### src/rtl/led_chaser_pkg.sv
// Shared types for the chasing-LED engine: motion modes and direction encoding.
// Optional LED_CHASER_TRAIL_EN build adds a trailing LED (see led_chaser.sv).
package led_chaser_pkg;

  typedef enum logic [1:0] {
    MODE_WRAP_L = 2'b00,
    MODE_WRAP_R = 2'b01,
    MODE_BOUNCE = 2'b10,
    MODE_FILL   = 2'b11
  } mode_e;

  localparam logic DIR_UP   = 1'b1;
  localparam logic DIR_DOWN = 1'b0;

endpackage

### src/rtl/tick_prescaler.sv
// Base-tick prescaler plus step counter; emits a one-cycle step strobe.
// Unaffected by the LED_CHASER_TRAIL_EN build option.
module tick_prescaler
  import led_chaser_pkg::*;
#(
  parameter int BASE_DIV = 1_000_000,
  parameter int SPEED_W  = 8
) (
  input  logic               clk,
  input  logic               reset,
  input  logic               stop,
  input  logic [SPEED_W-1:0] speed,
  output logic               step
);

  localparam int BW = (BASE_DIV > 1) ? $clog2(BASE_DIV) : 1;
  localparam logic [BW-1:0] BASE_LAST = BW'(BASE_DIV - 1);

  logic [BW-1:0]      base_cnt_q, base_cnt_d;
  logic [SPEED_W-1:0] step_cnt_q, step_cnt_d;
  logic               base_tick;

  always_comb begin
    // stop masks the tick so a frozen prescaler can never fire a step
    base_tick  = !stop && (base_cnt_q == BASE_LAST);
    step       = base_tick && (step_cnt_q >= speed);
    base_cnt_d = base_cnt_q;
    step_cnt_d = step_cnt_q;
    if (!stop) begin
      base_cnt_d = base_tick ? '0 : base_cnt_q + 1'b1;
    end
    if (step) begin
      step_cnt_d = '0;
    end else if (base_tick) begin
      step_cnt_d = step_cnt_q + 1'b1;
    end
  end

  always_ff @(posedge clk or posedge reset) begin
    if (reset) begin
      base_cnt_q <= '0;
      step_cnt_q <= '0;
    end else begin
      base_cnt_q <= base_cnt_d;
      step_cnt_q <= step_cnt_d;
    end
  end

endmodule

### src/rtl/led_chaser.sv
// Chasing-LED engine: position/direction state, mode latch and LED decode.
// Define LED_CHASER_TRAIL_EN to add a pos_prev register and a two-LED comet.
module led_chaser
  import led_chaser_pkg::*;
#(
  parameter int N_LEDS   = 16,
  parameter int BASE_DIV = 1_000_000,
  parameter int SPEED_W  = 8
) (
  input  logic                      clk,
  input  logic                      reset,
  input  logic                      stop,
  input  logic [SPEED_W-1:0]        speed,
  input  mode_e                     mode,
  output logic [N_LEDS-1:0]         led,
  output logic [$clog2(N_LEDS)-1:0] pos,
  output logic                      step_pulse
);

  localparam int PW = $clog2(N_LEDS);
  localparam logic [PW-1:0] LAST = PW'(N_LEDS - 1);

  logic          step;
  logic [PW-1:0] pos_q, pos_d;
  logic          dir_q, dir_d;
  mode_e         mode_q, mode_d;
  logic          step_pulse_q, step_pulse_d;

  tick_prescaler #(
    .BASE_DIV (BASE_DIV),
    .SPEED_W  (SPEED_W)
  ) u_prescaler (
    .clk   (clk),
    .reset (reset),
    .stop  (stop),
    .speed (speed),
    .step  (step)
  );

  // The freshly sampled mode governs this very step's motion.
  always_comb begin
    pos_d        = pos_q;
    dir_d        = dir_q;
    mode_d       = mode_q;
    step_pulse_d = step;
    if (step) begin
      mode_d = mode;
      case (mode)
        MODE_WRAP_R: pos_d = (pos_q == '0) ? LAST : pos_q - 1'b1;
        MODE_BOUNCE: begin
          if (pos_q == LAST) begin
            dir_d = DIR_DOWN;
            pos_d = pos_q - 1'b1;
          end else if (pos_q == '0) begin
            dir_d = DIR_UP;
            pos_d = pos_q + 1'b1;
          end else if (dir_q == DIR_UP) begin
            pos_d = pos_q + 1'b1;
          end else begin
            pos_d = pos_q - 1'b1;
          end
        end
        default:     pos_d = (pos_q == LAST) ? '0 : pos_q + 1'b1;
      endcase
    end
  end

  always_ff @(posedge clk or posedge reset) begin
    if (reset) begin
      pos_q        <= '0;
      dir_q        <= DIR_UP;
      mode_q       <= MODE_WRAP_L;
      step_pulse_q <= 1'b0;
    end else begin
      pos_q        <= pos_d;
      dir_q        <= dir_d;
      mode_q       <= mode_d;
      step_pulse_q <= step_pulse_d;
    end
  end

`ifdef LED_CHASER_TRAIL_EN
  logic [PW-1:0] pos_prev_q, pos_prev_d;

  always_comb begin
    pos_prev_d = step ? pos_q : pos_prev_q;
  end

  always_ff @(posedge clk or posedge reset) begin
    if (reset) begin
      pos_prev_q <= '0;
    end else begin
      pos_prev_q <= pos_prev_d;
    end
  end

  for (genvar gi = 0; gi < N_LEDS; gi++) begin : g_led
    assign led[gi] = (mode_q == MODE_FILL) ? (PW'(gi) <= pos_q)
                   : ((PW'(gi) == pos_q) || (PW'(gi) == pos_prev_q));
  end
`else
  for (genvar gi = 0; gi < N_LEDS; gi++) begin : g_led
    assign led[gi] = (mode_q == MODE_FILL) ? (PW'(gi) <= pos_q)
                   : (PW'(gi) == pos_q);
  end
`endif

  assign pos        = pos_q;
  assign step_pulse = step_pulse_q;

endmodule
### config.mk
export PLATFORM = sky130hd
export DESIGN_NAME = led_chaser
export DESIGN_NICKNAME = d
export VERILOG_FILES = /design/src/rtl/led_chaser_pkg.sv /design/src/rtl/tick_prescaler.sv /design/src/rtl/led_chaser.sv
export SDC_FILE = /design/constraint.sdc
export NUM_CORES = 1
export LEC_CHECK = 0
export BUFFER_PORTS_ARGS = -buffer_cell sky130_fd_sc_hd__buf_4
export CAP_MARGIN = 10
export CORE_ASPECT_RATIO = 0.8
export CORE_MARGIN = 5
export CORE_UTILIZATION = 57
export DETAILED_ROUTE_END_ITERATION = 8
export PLACE_DENSITY_LB_ADDON = 0.2
export SETUP_SLACK_MARGIN = 0.1
export SLEW_MARGIN = 20
export SYNTH_ARGS = -nofsm -noshare
export SYNTH_HDL_FRONTEND = slang
export SYNTH_SLANG_ARGS = --single-unit
### constraint.sdc
create_clock -name clk -period 2.45 [get_ports clk]
set_input_delay 0.49 -clock clk [delete_from_list [all_inputs] [get_ports clk]]
set_output_delay 0.49 -clock clk [all_outputs]
set_load 0.01 [all_outputs]
## Word-level counts from Yosys, hierarchy flattened

Index checks and enable logic that the tools add are counted.

| cells by class | value |
|---|---|
| add/sub/neg operators | 4 |
| $mul | 0 |
| div/mod/pow operators | 0 |
| $lt $le $gt $ge | 17 |
| equality and inequality tests | 20 |
| shift-type cells | 0 |
| mux-type cells | 27 |
| bitwise gates (word level) | 0 |
| reduce and logical (&&, ||, !) cells | 7 |

Operators with widths:

| kind | count |
|---|---|
| equality test 4 bit (first input constant) | 8 |
| less-or-equal comparator 4 bit (first input constant) | 8 |
| adder 20 x 1 -> 20 bit (second input constant) | 1 |
| equality test 20 bit (second input constant) | 1 |
| 2-to-1 mux 20 bit | 1 |
| 2-to-1 mux 4 bit | 5 |
| 2-to-1 mux 1 bit | 18 |
| equality test 3 x 4 -> 1 bit (first input constant) | 4 |
| less-or-equal comparator 3 x 4 -> 1 bit (first input constant) | 4 |
| 2-to-1 mux 8 bit | 2 |
| adder 8 x 1 -> 8 bit (second input constant) | 1 |
| equality test 2 x 4 -> 1 bit (first input constant) | 2 |
| greater-or-equal comparator 8 bit | 1 |
| less-or-equal comparator 1 x 4 -> 1 bit (first input constant) | 2 |
| less-or-equal comparator 2 x 4 -> 1 bit (first input constant) | 2 |
| one-hot mux 4 bit (2 select lines) | 1 |
| adder 4 x 1 -> 4 bit (second input constant) | 1 |
| equality test 1 x 4 -> 1 bit (first input constant) | 1 |
| equality test 2 bit (second input constant) | 2 |
| equality test 4 bit (second input constant) | 1 |
| zero test 4 bit | 1 |
| nonzero test 2 bit | 2 |
| subtractor 4 x 1 -> 4 bit (second input constant) | 1 |
| AND reduction 3 bit | 1 |
| other kinds (3) | 4 |

| storage, ports and cells | value |
|---|---|
| flip-flop bits (word level) | 36 |
| latch bits | 0 |
| bits in writable memories | 0 |
| bits in read-only memories | 0 |
| input port bits | 13 |
| output and inout port bits | 21 |
| word-level logic and storage cells | 81 |
| memories kept | 0 |

## Logic depth before layout (Yosys ltp)

Gate-level depths: netlist (run 1).

| logic depth | value |
|---|---|
| depth after elaboration | 5 |
| gate-level depth with buffers | 8 |
| gate-level depth less buffers | 7 |

## By module

A second synthesis (run 1) with hierarchy kept.

| unflattened totals | value |
|---|---|
| cells, all modules | 283 |
| area, all modules | 2509.9 um^2 |

By module, submodules not included:

| module | instances | cells an instance | area each (um^2) |
|---|---|---|---|
| tick_prescaler | 1 | 175 | 1652.8 |
| led_chaser | 1 | 108 | 857.1 |

## Least setup slack after synthesis (run 1)

OpenSTA, ideal clock, no wires.

| timing path | value |
|---|---|
| path kind | register -> register |
| start point | reg pos_q[0], in the netlist pos[0] |
| end point | reg pos_q[3], in the netlist pos[3] |
| data arrival time | 2.164 ns |
| slack | 0.161 ns |
| stages on the path, launching flop included | 9 |
| path buffers | 1 |
| cell sequence | dfrtp_1 clkbuf_1 inv_1 ha_1 or3b_1 a221oi_1 nor2_1 a22o_1 mux2_2 |

| between the ends | value |
|---|---|
| word-level cells in the longest chain between the ends | 5 |

RTL lines:

| item | line | RTL |
|---|---|---|
| start: declaration | led_chaser.sv:24 | `logic [PW-1:0] pos_q, pos_d;` |
| start signal: assignment | led_chaser.sv:75 | `pos_q <= pos_d;` |
| subtractor 4 x 1 -> 4 bit / adder 4 x 1 -> 4 bit (equally long branches) | -- |  |
| 2-to-1 mux 4 bit | led_chaser.sv:57 | `end else if (dir_q == DIR_UP) begin` |
| 2-to-1 mux 4 bit | led_chaser.sv:54 | `end else if (pos_q == '0) begin` |
| 2-to-1 mux 4 bit | led_chaser.sv:51 | `if (pos_q == LAST) begin` |
| one-hot mux 4 bit (2 select lines) * | led_chaser.sv:48 | `case (mode)` |

Every way passes the cells marked *; elsewhere a longest branch is shown, timed or not.
A chain may end at the register's enable or synchronous reset.

## Final worst setup path (run 1)

| timing path | value |
|---|---|
| start point | reg pos_q[1], in the netlist pos[1] |
| end point | out led[1] |

| between the ends | value |
|---|---|
| word-level cells in the longest chain between the ends | 2 |

RTL lines:

| item | line | RTL |
|---|---|---|
| less-or-equal comparator 1 x 4 -> 1 bit / equality test 1 x 4 -> 1 bit (equally long branches) | led_chaser.sv:103, led_chaser.sv:104 |  |
| 2-to-1 mux 1 bit * | led_chaser.sv:103 | `assign led[gi] = (mode_q == MODE_FILL) ? (PW'(gi) <= pos_q)` |
| end: declaration | led_chaser.sv:15 | `output logic [N_LEDS-1:0] led,` |

Marks and branches as above.

==> results.ini, run 1 <==
[logic_synthesis]
synth_area_leader_cell=dfrtp_1
syn_nets=311
synthArstFlopShare_pct=100
ys_warn_count=0
syn_area_sq_um=2430
synthTopCellsByCount=dfrtp_1 (35), nand2_1 (31), nor2_1 (23)
synth-seq-cells=36
synth_top_area_share_pct=36.0
synth-main-ff-cell=dfrtp_1
synth.most_common_cell=dfrtp_1
synth_area_per_cell_sq_um=8.63
netlist_top_cells_area=dfrtp_1 (36%), ha_1 (8.2%), nand2_1 (4.8%)
yosysSeqAreaShare_pct=37.1
syn-instance-count=282
synth_edf_count=0
synth_cell_types=51

[placement]
gp_congestion=0.856
hpwl_um=4070
dp.cells=375
port_buffers=33

[grt]
grt_pass1_wl_um=9360
grt_pass1_vias=1998
grt_max_degree=37
overflow=0
antenna_found_initial=0
track_usage_pct=20.5

[cts]
cts_max_path_buffers=2
cts.sinks=36
cts_tree=yes
cts_inserted_buffers=5
clockRootBuffer=clkbuf_8
clk_latency_ns=0.29
htreeDepth=2
clk_pin_slew_ns=0.07
ctsHoldBuffers=0

[worst_setup_path]
cp.arrival_ns=1.78
path_buf_inv=4
r2r_setup_slack_ns=0.24
end_kind=primary output
cp_slowest_cell=dfrtp_1
rr_worst_depth=8
crit_chain=inv_2, ha_1, buf_4, nor3b_1, buf_4, o21ai_0, buf_4
startpoint=pos[1]
crit_family=buffers and inverters
endpoint=led[1]
cp.required_ns=1.96
critPathKind=flip-flop to primary output
crit_top_cell=buf_4
cpPeakStageDelay_ns=0.45
path_depth=7
r2r_start=u_prescaler.step_cnt_q[0]
worst_r2r_endpoint=pos[0]
worstPathMaxFanout=7
critPathLaunchType=flip-flop

[power_and_ir_drop]
ir_drop_uv=361
power.leakage_nw=1.40
finalPower_mw=1.26
p_per_area_nw_per_um2=433

[floorplanning]
fp.dieArea_sq_um=5680
ioPinCount=34
num_rows=21
core_sq_um=4150
die_h_um=68.4
initial_core_util_pct=58.6
fp.dieW_um=83.0

[run]
maxCapViolations=0

[routing]
routedWlPerCell_um=14.4
drt_first_pass_iters=4
antenna_left=0
met3RoutedLength_um=337
wl_met2_um=2410
top_layer=met4
drc=0
drt-met1-wl_um=2710
drtIter0Drc=113
drt-total-wl_um=5530
viasPerCell=5.63
vias=2169

[min_path]
hp-class=input pin to asynchronous set/reset pin

[timing]
max_freq_mhz=441
post-route-period-util_pct=92.6
drv_slew=0
relSlewSlack_pct=61.6
finalSetupTns_ns=0
skew_ns=0.00432
hold_violations=0
fin_crit_ns=2.27
tightest_slew_ns=0.571
rsz0062_at_grt=true
setup_viol=0

[cells_and_area]
layout.nets=356
antennaDiodeCount=0
drive_above_1_share_pct=21.0
stdcell_count=385
synthToLayoutAreaGrowth_pct=19.6
fill_cells=337

[outcome]
status=finished, final reports clean

-- layout by cell type (no fill, tap or decap), types with 3 or more instances in the layout --
cell type,instances
nand4_1,5
and3_1,4
clkbuf_8,5
xnor2_1,11
inv_1,20
nor2b_1,8
buf_4,48
nand3_1,15
nor3_1,6
o21ai_0,21
dfrtp_1,33
nand2b_1,4
ha_1,15
or4_1,3
mux2_2,4
nor2_1,23
a21oi_1,13
xor2_1,6
and2_1,3
a22o_1,4
nand2_1,31
a21o_1,3
o31ai_1,4
-- registers in the layout, indices dropped and copies added (netlist names) --
| name | flops |
|---|---|
| u_prescaler.base_cnt_q | 20 |
| step_pulse | 1 |
| dir_q | 1 |
| pos | 4 |
| mode_q | 2 |
| u_prescaler.step_cnt_q | 8 |
-- per-stage QoR --
step	hold WS [ns]	utilization, %	setup WS (ns)	cell area, sq um
2_1_floorplan	0.450	-	0.161	2430
3_5_place_dp	0.486	67.5	0.153	2800
3_3_place_gp	0.477	67.5	0.208	2800
6_report	0.300	70.1	0.180	2910
4_1_cts	0.323	69.4	0.143	2880
5_1_grt	0.354	70.1	0.0639	2910
-- worst min path at each step --
stage | start | slack (ns) | depth (start not counted) | end
final | reset | 0.30 | 3 | u_prescaler.base_cnt_q[4]
after global routing | reset | 0.35 | 3 | u_prescaler.base_cnt_q[3]
after CTS | reset | 0.32 | 3 | u_prescaler.base_cnt_q[3]
after detailed placement | u_prescaler.base_cnt_q[2] | 0.49 | 1 | u_prescaler.base_cnt_q[2]
after global placement | u_prescaler.base_cnt_q[2] | 0.48 | 1 | u_prescaler.base_cnt_q[2]
after floorplan | u_prescaler.base_cnt_q[18] | 0.45 | 1 | u_prescaler.base_cnt_q[18]
-- logic make-up (layout without fill, tap and decap cells) --
kind of cell,after synthesis,count (layout),synth area share (%)
compound gates,58,58,15.1
xor+xnor,17,17,6.12
fa+ha+maj,16,16,8.23
buf+inv,31,77,5.20
flops,36,36,37.1
mux,6,6,2.67
simple gates,118,118,25.6
-- area by class of cell --
cell class                 instances  area, sq um  share of cell area (%)
clock inverter                     1         5.00                   0.172
sequential                        36          905                    31.1
timing repair buffer              48          360                    12.4
inverter                          21         78.8                    2.71
multi-input combinational        215         1410                    48.6
clock buffer                       7         76.3                    2.62
tap                               57         71.3                    2.45
-- power breakdown --
group / switching [mW] / leakage (nW) / internal, mW
combinational: 0.0838 / 0.879 / 0.0798
sequential: 0.0462 / 0.476 / 0.635
clock: 0.215 / 0.0422 / 0.200
-- per-layer routing --
metal	track usage (%)	up-vias
met3	4.45	12
li1	-	1086
met5	0	-
met2	31.4	60
met4	6.12	0
met1	29.2	1011
-- worst register-to-register path, delay by kind of cell (launching register included) --
family / cells / cell delay [ns]
AND/OR/NAND/NOR: 2 / 0.19
buffers and inverters: 2 / 0.29
flip-flops: 1 / 0.39
AO/OA/AOI/OAI: 2 / 0.71
multiplexers: 1 / 0.27
adder cells (fa/ha/maj): 1 / 0.24
-- what timing repair did --
item,CTS,global route
gates resized for setup,0,5
setup endpoints to repair,0,7
buffers inserted,0,2
hold endpoints to repair,0,0
(Power assumes the default switching activity.)
==> run 2, diff against run 1 <==
Settings changed: ABC_AREA set to 1, ABC_CLOCK_PERIOD_IN_PS set to 2450, CAP_MARGIN 10 to 20, CORE_UTILIZATION 57 to 59.
==> run 2 against run 1 <==
Final cell count is 33% higher. First-iteration DRC count is 110% higher. Maximum frequency is 1.8% higher. Sequential power is 14% higher. Cell area is 11% higher. Sequential share of layout area is 3.2 points lower. Total power is 32% higher. Combinational power is 120% higher. Worst hold slack worse by 0.0058 ns. Clock power is 26% higher. Area after synthesis is 15% higher. Core utilization is 0.45 points higher.
==> results.ini, run 2 <==
[outcome]
status=finished, final reports clean

[routing]
viasPerCell=5.41
drc=0
vias=2777
antenna_left=0
drt-total-wl_um=6530
drt_first_pass_iters=5
drtIter0Drc=238
routedWlPerCell_um=12.7

[floorplanning]
num_rows=22
fp.dieW_um=87.1
initial_core_util_pct=61.0
ioPinCount=34
fp.dieArea_sq_um=6240
die_h_um=71.7
core_sq_um=4600

[logic_synthesis]
syn-instance-count=413
synthAdderAreaFrac_pct=7.14
synth_cell_types=37
synth_compound_area_share_pct=7.54
yosysSeqAreaShare_pct=32.2
synth_area_per_cell_sq_um=6.79
syn_nets=442
syn_area_sq_um=2800
ys_warn_count=0
synth-main-ff-cell=dfrtp_1
synth_edf_count=0
synth_top_area_share_pct=31.2
synth_mux_area_share_pct=0
synth_top_family_by_area=simple AND/OR/NAND/NOR gates
synth-xor-area-share_pct=3.44
synth_simple_gate_area_share_pct=40.2
synth.most_common_cell=nand2_1
synth-seq-cells=36
synthTopCellsByCount=nand2_1 (115), nor2_1 (57), inv_1 (56)
synthArstFlopShare_pct=100
synth_area_leader_cell=dfrtp_1
netlist_top_cells_area=dfrtp_1 (31%), nand2_1 (15%), nor2_1 (7.6%)

[power_and_ir_drop]
switching_share_pct=33.7
ir_drop_uv=462
p_comb_share_pct=21.8
p_per_area_nw_per_um2=512
power.leakage_nw=1.77
power.share.sequential_pct=46.8
p_sw_uw=559
p_clk_share_pct=31.4
p_int_mw=1.10
finalPower_mw=1.66

[cells_and_area]
final_common_cell=nand2_1
drive_above_1_share_pct=16.6
largest_reg_flops=20
synthToLayoutAreaGrowth_pct=15.6
final_core_util_pct=70.5
regMostFlops=u_prescaler.base_cnt_q
layout_common_cells=nand2_1 (115), nor2_1 (57), inv_1 (56)
design_area_sq_um=3240
antennaDiodeCount=0
layout.nets=481
stdcell_count=513

[worst_setup_path]
critPathKind=flip-flop to primary output
startpoint=pos[1]
r2r_setup_slack_ns=0.60
cp.required_ns=1.96
worstPathMaxFanout=8
cp.arrival_ns=1.74
r2r_start=u_prescaler.step_cnt_q[5]
rr_worst_depth=9
end_kind=primary output
worst_r2r_endpoint=pos[2]
endpoint=led[1]
critPathLaunchType=flip-flop

[placement]
post-place-ws_ns=0.453
hpwl_um=5050
port_buffers=33
gp_congestion=0.940
dp.cells=503
placed_area_sq_um=3110

[cts]
clockRootBuffer=clkbuf_8
cts_inserted_buffers=5
htreeDepth=2
cts_max_path_buffers=2
cts.sinks=36
cts_tree=yes
ctsHoldBuffers=0
clk_latency_ns=0.30
clk_pin_slew_ns=0.08

[timing]
fin_crit_ns=2.23
post-route-period-util_pct=91.0
setup_viol=0
rsz0062_at_grt=false
drv_slew=0
setup_ws_ns=0.220
skew_ns=0.0104
relSlewSlack_pct=70.1
whs_ns=0.294
finalSetupTns_ns=0
max_freq_mhz=448
hold_violations=0
tightest_slew_ns=0.449

[grt]
grt_pass1_wl_um=11200
track_usage_pct=22.2
grt_max_degree=37
overflow=0
grt_pass1_vias=2570
antenna_found_initial=0

[run]
maxCapViolations=0

[min_path]
hp-class=input pin to asynchronous set/reset pin

## run 2: worst min-delay path by stage
stage               from                         end  slack, ns  cells past startpoint
6_report           reset   u_prescaler.step_cnt_q[0]       0.29                      3
5_1_grt            reset  u_prescaler.base_cnt_q[11]       0.37                      3
4_1_cts            reset   u_prescaler.base_cnt_q[9]       0.30                      3
3_5_place_dp   mode_q[1]                   mode_q[1]       0.47                      2
3_3_place_gp   mode_q[0]                   mode_q[0]       0.47                      2
2_1_floorplan  mode_q[1]                   mode_q[1]       0.45                      2
## run 2: timing repair
action | in CTS | in global routing
gates resized for setup | 0 | 4
buffers inserted | 0 | 2
setup endpoints to repair | 0 | 2
endpoints found under the hold margin | 0 | 0
## run 2: power by group through the flow
stage	Combinational [mW]	Sequential, mW	Clock [mW]
after detailed placement	0.357	0.782	0
after global routing	0.413	0.789	0.557
final	0.361	0.776	0.522
after floorplan	0.278	0.758	0
after global placement	0.339	0.781	0
after CTS	0.360	0.771	0.538
## run 2: layout make-up
type | instances | area (sq um)
inverters | 63 | 241
well taps | 60 | 75.1
clock inverters | 2 | 35.0
fillers | 380 | 1360
multi-input cells | 310 | 1640
flip-flops and latches | 36 | 906
repair buffers | 36 | 270
clock buffers | 6 | 72.6
## run 2: kinds of logic (layout without fill, tap and decap cells)
group,count (synthesis),count (layout)
simple gates,247,247
buf+inv,67,107
compound gates,36,36
flops,36,36
fa+ha+maj,16,16
xor+xnor,11,11
## run 2: routing by layer
layer / vias up / global-route usage (%) / share of wire, % / wire [um]
met4: 0 / 6.92 / 1.7 / 113
met1: 1261 / 32.0 / 46 / 3010
met5: - / 0 / 0 / 0
li1: 1389 / - / - / -
met3: 15 / 6.44 / 9.4 / 615
met2: 112 / 31.8 / 43 / 2790
## run 2: critical path, stage by stage, from the launching register on
cell and delay, ns:
dfrtp_2 0.46, inv_1 0.15, ha_1 0.30, nand2_1 0.17, inv_1 0.10, o21ai_0 0.10, buf_4 0.17
==> run 3, diff against run 2 <==
Settings changed: CORE_ASPECT_RATIO 0.8 to 2, CORE_UTILIZATION 59 to 61, CTS_BUF_LIST set to sky130_fd_sc_hd__clkbuf_8, SETUP_SLACK_MARGIN 0.1 to 0.05.
==> run 3 against run 2 <==
Worst hold slack better by 0.0081 ns. Cell area fell by 0.27%. Sequential cell count is the same. Sequential power about the same.
==> results.ini, run 3 (synthesis gave the netlist of run 2 again) <==
[cts]
clockRootBuffer=clkbuf_8
htreeDepth=2
cts.sinks=36
clk_latency_ns=0.29
cts_max_path_buffers=2
clk_pin_slew_ns=0.08
cts_tree=yes
ctsHoldBuffers=0
cts_inserted_buffers=5

[floorplanning]
fp.dieW_um=57.9
core_sq_um=4550
ioPinCount=34
die_h_um=106
fp.dieArea_sq_um=6130
num_rows=35
initial_core_util_pct=61.6

[power_and_ir_drop]
p_per_area_nw_per_um2=513
finalPower_mw=1.66
ir_drop_uv=447
power.leakage_nw=1.77

[worst_setup_path]
crit_family=flip-flops
cp.required_ns=1.96
critPathLaunchType=flip-flop
path_depth=5
cp_slowest_cell=dfrtp_1
path_buf_inv=3
rr_worst_depth=8
crit_chain=inv_1, nor2_2, inv_1, o21ai_0, buf_4
worstPathMaxFanout=9
end_kind=primary output
cp.arrival_ns=1.73
cpPeakStageDelay_ns=0.55
critPathKind=flip-flop to primary output
crit_top_cell=inv_1

[placement]
hpwl_um=5910
dp.cells=500
gp_congestion=0.951
post-place-ws_ns=0.460
port_buffers=33

[cells_and_area]
layout_common_cells=nand2_1 (115), nor2_1 (57), inv_1 (56)
multiInputGateArea_sq_um=1640
drive_above_1_share_pct=16.6
antennaDiodeCount=0
stdcell_count=508
synthToLayoutAreaGrowth_pct=15.3
layout.nets=481
regMostFlops=u_prescaler.base_cnt_q
area.sequential_sq_um=905
final_common_cell=nand2_1
largest_reg_flops=20
fill_cells=385

[routing]
drc=0
drt_first_pass_iters=4
antenna_left=0
vias=2722
viasPerCell=5.36
drtIter0Drc=101
routedWlPerCell_um=14.6
drt-total-wl_um=7410

[timing]
rsz0062_at_grt=false
finalSetupTns_ns=0
post-route-period-util_pct=90.8
tightest_slew_ns=0.481
setup_ws_ns=0.226
drv_slew=0
fin_crit_ns=2.22
relSlewSlack_pct=67.9
max_freq_mhz=450
setup_viol=0
whs_ns=0.303
hold_violations=0
skew_ns=0.00980

[grt]
grt_pass1_wl_um=12900
antenna_found_initial=0
track_usage_pct=27.3
grt_max_degree=37
overflow=0
grt_pass1_vias=2835

[run]
maxCapViolations=0

[min_path]
hp-class=input pin to asynchronous set/reset pin

[outcome]
status=finished, final reports clean

==> run 3: final timing paths <==
path                       slack (ns)                 startpoint                    endpoint
max                              0.23                     pos[3]                     led[14]
min in group clk                 0.47                       stop   u_prescaler.base_cnt_q[1]
max reg2reg                      0.65  u_prescaler.base_cnt_q[0]   u_prescaler.step_cnt_q[5]
min                              0.30                      reset  u_prescaler.base_cnt_q[14]
min reg2reg                      0.48                  mode_q[0]                   mode_q[0]
max in group asynchronous        1.77                      reset                      pos[1]
==> run 3: routing by layer <==
layer  track usage [%]  vias up  part of all wire [%]
met5                 0        -                     0
met4              18.4        0                   5.3
met3              3.31       29                   2.3
met2              51.1       55                    59
met1              26.0     1251                    33
li1                  -     1387                     -
==> run 3: worst min-delay path, cell delays in order <==
cell and delay (ns):
buf_4 0.11, inv_1 0.04, buf_4 0.41
==> run 3: area by class of cell <==
cell class,count,share of cell area (%)
clock buffer,5,2.13
clock inverter,3,1.32
inverter,63,7.47
multi-input combinational,310,50.6
sequential,36,28.0
tap,55,2.13
timing repair buffer,36,8.36
==> run 3: power by group <==
group	switching [mW]	internal (mW)
clock network	0.227	0.301
registers	0.106	0.670
logic	0.226	0.128
total	0.559	1.10
==> run 3: repair_timing <==
| action | in CTS | in global routing |
|---|---|---|
| setup endpoints to repair | 0 | 2 |
| gates resized for setup | 0 | 2 |
| buffers inserted | 0 | 0 |
==> run 3: stage by stage <==
| step | utilization (%) | cell area [sq um] |
|---|---|---|
| final | 71.0 | 3230 |
| after global routing | 71.0 | 3230 |
| after CTS | 70.9 | 3230 |
| after detailed placement | 68.5 | 3120 |
| after global placement | 68.5 | 3120 |
| after floorplan | - | 2800 |
